$ cat src/rtl/i2s_rate_sequencer.sv
`default_nettype none
// ============================================================================
// Module  : i2s_rate_sequencer
// Brief   : APB master that mutes, reprograms and re-enables the I2S clock block
// Revision: 1.0
// ============================================================================
module i2s_rate_sequencer #(
    parameter int SETTLE_CYCLES = 64,
    parameter int TIMEOUT       = 255
) (
    input  logic        clk,
    input  logic        reset,
    input  logic        rate_req,
    input  logic [2:0]  rate_sel,
    input  logic        master_en,
    output logic        busy,
    output logic        done,
    output logic        err,
    output logic [1:0]  err_code,
    output logic [2:0]  cur_rate,
    output logic [4:0]  paddr,
    output logic        psel,
    output logic        penable,
    output logic        pwrite,
    output logic [31:0] pwdata,
    input  logic [31:0] prdata,
    input  logic        pready
);

    localparam logic [15:0] c_settle_last = 16'(SETTLE_CYCLES - 1);
    localparam logic [15:0] c_tmo_last    = 16'(TIMEOUT - 1);
    localparam logic [7:0]  c_mdiv        = 8'h00;

    typedef enum logic [3:0] {
        S_IDLE   = 4'd0,
        S_DECODE = 4'd1,
        S_W1     = 4'd2,
        S_SETTLE = 4'd3,
        S_W2     = 4'd4,
        S_W3     = 4'd5,
        S_RB     = 4'd6,
        S_CHECK  = 4'd7,
        S_DONE   = 4'd8
    } state_t;

    state_t      r_state;
    logic        r_access;
    logic [15:0] r_tcnt;
    logic [15:0] r_scnt;
    logic [2:0]  r_sel;
    logic        r_men;
    logic [31:0] r_rdata;

    logic        w_valid;
    logic        w_csel;
    logic [7:0]  w_bdiv;
    logic [7:0]  w_lr;
    logic [31:0] w_r1mute;
    logic [31:0] w_r2;
    logic [31:0] w_r1run;

    always_comb begin
        w_valid = 1'b1;
        w_csel  = 1'b0;
        w_bdiv  = 8'd0;
        w_lr    = 8'd0;
        case (r_sel)
            3'd0: begin w_bdiv = 8'd3; w_lr = 8'd15; end
            3'd1: begin w_bdiv = 8'd1; w_lr = 8'd7;  end
            3'd2: begin w_bdiv = 8'd5; w_lr = 8'd23; end
            3'd3: begin w_csel = 1'b1; w_bdiv = 8'd5; w_lr = 8'd23; end
            3'd4: begin w_csel = 1'b1; w_bdiv = 8'd2; w_lr = 8'd11; end
            default: w_valid = 1'b0;
        endcase
    end

    assign w_r1mute = {c_mdiv, w_bdiv, 14'b0, w_csel, 1'b0};
    assign w_r2     = {16'b0, w_lr, w_lr};
    assign w_r1run  = w_r1mute | {31'b0, r_men};

    always_ff @(posedge clk or posedge reset) begin
        if (reset) begin
            r_state  <= S_IDLE;
            r_access <= 1'b0;
            r_tcnt   <= 16'd0;
            r_scnt   <= 16'd0;
            r_sel    <= 3'd0;
            r_men    <= 1'b0;
            r_rdata  <= 32'd0;
            busy     <= 1'b0;
            done     <= 1'b0;
            err      <= 1'b0;
            err_code <= 2'b00;
            cur_rate <= 3'd0;
            paddr    <= 5'd0;
            psel     <= 1'b0;
            penable  <= 1'b0;
            pwrite   <= 1'b0;
            pwdata   <= 32'd0;
        end else begin
            done <= 1'b0;
            err  <= 1'b0;
            case (r_state)
                S_IDLE: begin
                    if (rate_req) begin
                        r_sel    <= rate_sel;
                        r_men    <= master_en;
                        err_code <= 2'b00;
                        busy     <= 1'b1;
                        r_state  <= S_DECODE;
                    end
                end
                S_DECODE: begin
                    if (w_valid) begin
                        psel     <= 1'b1;
                        pwrite   <= 1'b1;
                        paddr    <= 5'h00;
                        pwdata   <= w_r1mute;
                        r_access <= 1'b0;
                        r_state  <= S_W1;
                    end else begin
                        err_code <= 2'b01;
                        done     <= 1'b1;
                        err      <= 1'b1;
                        r_state  <= S_DONE;
                    end
                end
                S_SETTLE: begin
                    if (r_scnt == c_settle_last) begin
                        psel    <= 1'b1;
                        pwrite  <= 1'b1;
                        paddr   <= 5'h04;
                        pwdata  <= w_r2;
                        r_state <= S_W2;
                    end else begin
                        r_scnt <= r_scnt + 16'd1;
                    end
                end
                S_W1, S_W2, S_W3, S_RB: begin
                    if (!r_access) begin
                        penable  <= 1'b1;
                        r_access <= 1'b1;
                        r_tcnt   <= 16'd0;
                    end else if (pready) begin
                        penable  <= 1'b0;
                        r_access <= 1'b0;
                        // W2->W3->RB run back to back: psel stays high into the next setup
                        case (r_state)
                            S_W1: begin
                                psel    <= 1'b0;
                                r_scnt  <= 16'd0;
                                r_state <= S_SETTLE;
                            end
                            S_W2: begin
                                paddr   <= 5'h00;
                                pwdata  <= w_r1run;
                                r_state <= S_W3;
                            end
                            S_W3: begin
                                pwrite  <= 1'b0;
                                paddr   <= 5'h00;
                                pwdata  <= 32'd0;
                                r_state <= S_RB;
                            end
                            default: begin
                                psel    <= 1'b0;
                                r_rdata <= prdata;
                                r_state <= S_CHECK;
                            end
                        endcase
                    end else if (r_tcnt == c_tmo_last) begin
                        psel     <= 1'b0;
                        penable  <= 1'b0;
                        pwrite   <= 1'b0;
                        r_access <= 1'b0;
                        err_code <= 2'b10;
                        done     <= 1'b1;
                        err      <= 1'b1;
                        r_state  <= S_DONE;
                    end else begin
                        r_tcnt <= r_tcnt + 16'd1;
                    end
                end
                S_CHECK: begin
                    done    <= 1'b1;
                    r_state <= S_DONE;
                    if (r_rdata == w_r1run) begin
                        cur_rate <= r_sel;
                    end else begin
                        err_code <= 2'b11;
                        err      <= 1'b1;
                    end
                end
                S_DONE: begin
                    busy    <= 1'b0;
                    r_state <= S_IDLE;
                end
                default: begin
                    busy    <= 1'b0;
                    r_state <= S_IDLE;
                end
            endcase
        end
    end

endmodule
`default_nettype wire

$ cat config.mk
export PLATFORM = sky130hd
export DESIGN_NAME = i2s_rate_sequencer
export DESIGN_NICKNAME = d
export VERILOG_FILES = /design/src/rtl/i2s_rate_sequencer.sv
export SDC_FILE = /design/constraint.sdc
export NUM_CORES = 1
export LEC_CHECK = 0
export BUFFER_PORTS_ARGS = -buffer_cell sky130_fd_sc_hd__buf_4
export CORE_MARGIN = 4
export CORE_UTILIZATION = 48
export DETAILED_ROUTE_END_ITERATION = 10
export PLACE_DENSITY = 0.74
export SYNTH_ARGS = -nofsm -noshare
export SYNTH_HDL_FRONTEND = slang
export SYNTH_SLANG_ARGS = --single-unit
$ cat constraint.sdc
create_clock -name clk -period 4.3 [get_ports clk]
set_input_delay 0.43 -clock clk [delete_from_list [all_inputs] [get_ports clk]]
set_output_delay 0.43 -clock clk [all_outputs]
set_load 0.03 [all_outputs]
==> metrics <==
mean post-synth cell area=10.12 um2; sequential power share=0.443; ys async rst share=1.000; max-cap check violation count=0; number of port buffers=64; ratio of cells with drive above 1 in the final layout=0.2500; # resized after CTS=0; Hold Path Sink=r_rdata[2]; Initial Util=0.4910; Mapped Area=0.004777 mm2; startpoint types=flop; die area=0.01161 mm2; post-synth top area share=0.4924; Synth area leaders=dfrtp_1, mux2_2, buf_4, nand2_1, nor2_1; CP Data Required Time=4600 ps; Clock Pin Slew Worst Setup and Hold Paths=100 ps; Seq/Total Area, Yosys=0.4924; io pins=88; most area-hungry cell type in the Yosys netlist=dfrtp_1; Horiz. Die Dim=107.8 um; vias=3,550; Clk pwr share=0.190; CTS Sinks=94; Ant. Diodes=0; Worst-Skew Late Latency=360 ps; Arr. time, crit path=2790 ps; DP Wirelength=7271 um; Setup Buffers After CTS=0; top_reg_cell synth=dfrtp_1; initial antenna violation count=0; WHS Path Cells=2; Psw=1.262 mW; pin count of the biggest net entering global routing=64; worst r2r src=r_state[0]; P_leak=2.634 nW; htree depth=3; crit share post-route=0.5790; Cell Rows=36; ANT nets after route=0; GRT overflow=0; vias in the first global route=3,427; critical path class=flop to flop; reg2reg path depth=6; Max-Slew Margin vs Limit=0.2538; CTS max path bufs=2; status=finished, final reports clean; power per cell area=553.7 mW/mm2; overall power=3.004 mW; Mapped Cells=472; Final TNS setup=0 ps; 1st-pass router iterations=4; Pins Over Slew Limit=0; Final Hold Fails=0; first-pass GRT wire length=16,950 um; area grow syn2layout=13.57%; setup violators final=0; GP Congestion=0.8824; DIE HEIGHT=107.8 um; DRT Wirelength=10,210 um; core box area=0.009729 mm2; Worst Path Max Fanout=21; drt wl/cell=15.45 um; hold_sp=prdata[2]; peak supply drop=0.2489 mV; switch share=0.4201; Synth cell types=52; CTS tree=done; yosys warns=0; R2R Path End=r_tcnt[14]; Post-layout nets=566; synth cell count leaders=dfrtp_1, nand2_1, nor2_1; Starting DRT DRC Count=159; Crit. End Element=flop; Slew @ Worst Pin=1118 ps; RSZ-0062 raised after global routing=no; number of enable flip-flop cells after synthesis=0; r2r setup slk=1810 ps; synthesis-stage register bit count=94; root buffer cell=clkbuf_8; min cycle time layout=2489 ps; Comb power frac=0.367; number of remaining DRC errors=0; Via density=5.371; hold buffer count at cts=0; GR Util All Layers=0.1807; Max Clk Rate=401.7 MHz; Layout Skew=6.277 ps; most numerous cell in the Yosys netlist=dfrtp_1; cts bufs inserted=9; P_int=1.742 mW; worst min-delay path class=input pin to flop
-- logic make-up after synthesis --
logic type	Yosys count	synth area share
xor+xnor	24	0.04400
simple gates	182	0.1936
compound gates	73	0.09612
flops	94	0.4924
fa+ha+maj	3	0.007858
buf+inv	53	0.06626
other cells	1	0.0007850
mux	42	0.09900
-- area by class of cell --
class / count / area, um2
Clock buffer: 9 / 123.9
Clock inverter: 7 / 66.31
Fill cell: 859 / 4304
Inverter: 4 / 16.27
Multi-Input combinational cell: 347 / 2197
Sequential cell: 94 / 2352
Tap cell: 133 / 166.4
Timing Repair Buffer: 67 / 503.0
-- power groups by stage --
stage	Combinational (mW)	Sequential [mW]	Clock, mW
4_1_cts	1.11	1.33	0.589
6_report	1.10	1.33	0.570
3_3_place_gp	1.08	1.33	0
5_1_grt	1.22	1.37	0.626
3_5_place_dp	1.10	1.34	0
2_1_floorplan	0.795	1.34	0
-- worst max-delay path, stage by stage, from the launching register on --
cell,delay [ps]
dfrtp_1,620
nand2b_1,290
a21o_1,300
a21oi_1,740
nand4_1,200
xor2_1,190
nor2_1,90
-- per-stage QoR --
step	instance area (um2)	utilization	std cells	hold slack, ps	worst slack [ps]
2_1_floorplan	4860	-	494	457.0	1421
3_3_place_gp	5235	0.5381	645	462.5	1893
6_report	5425	0.5576	661	276.3	1811
5_1_grt	5425	0.5576	661	242.9	1589
4_1_cts	5425	0.5576	661	253.5	1839
3_5_place_dp	5235	0.5381	645	469.9	1851
-- worst max path at each step --
stage / start / to / slack (ps) / cells after the start
after CTS: r_tcnt[0] / r_tcnt[13] / 1840 / 8
final: r_state[0] / r_tcnt[14] / 1810 / 6
after global routing: r_state[0] / r_tcnt[15] / 1590 / 6
after floorplan: reset / busy / 1420 / 1
after global placement: r_state[0] / err_code[0] / 1890 / 5
after detailed placement: r_tcnt[0] / r_tcnt[13] / 1850 / 8
-- layer usage --
layer  GRT usage  wire [um]
met1      0.2494       4431
met2      0.2869       5124
met3     0.04979        615
met4     0.03697         38
met5           0          0
-- state kept, by name, indices dropped and copies added, names as in the netlist --
register  flops
r_rdata      32
r_men         1
err           1
r_access      1
pwdata        9
cur_rate      3
busy          1
paddr         1
pwrite        1
err_code      2
r_state       4
r_tcnt       16
r_sel         3
penable       1
psel          1
r_scnt       16
done          1
-- placed cells by master, fill, tap and decap left out, drive strengths merged, types with 3 or more instances in the layout --
master / instances
nor3: 12
ha: 3
clkbuf: 9
a21o: 3
xor2: 18
o21a: 3
dfrtp: 94
xnor2: 6
nor2: 47
nor4: 10
nor2b: 7
o21ai: 33
nand2b: 7
clkinv: 4
inv: 7
and4: 3
nand3b: 3
or4: 5
and3: 8
mux2: 42
a21oi: 13
nand3: 15
nand2: 48
conb: 23
o31ai: 8
nand4: 8
buf: 67
(Power assumes the default switching activity.)
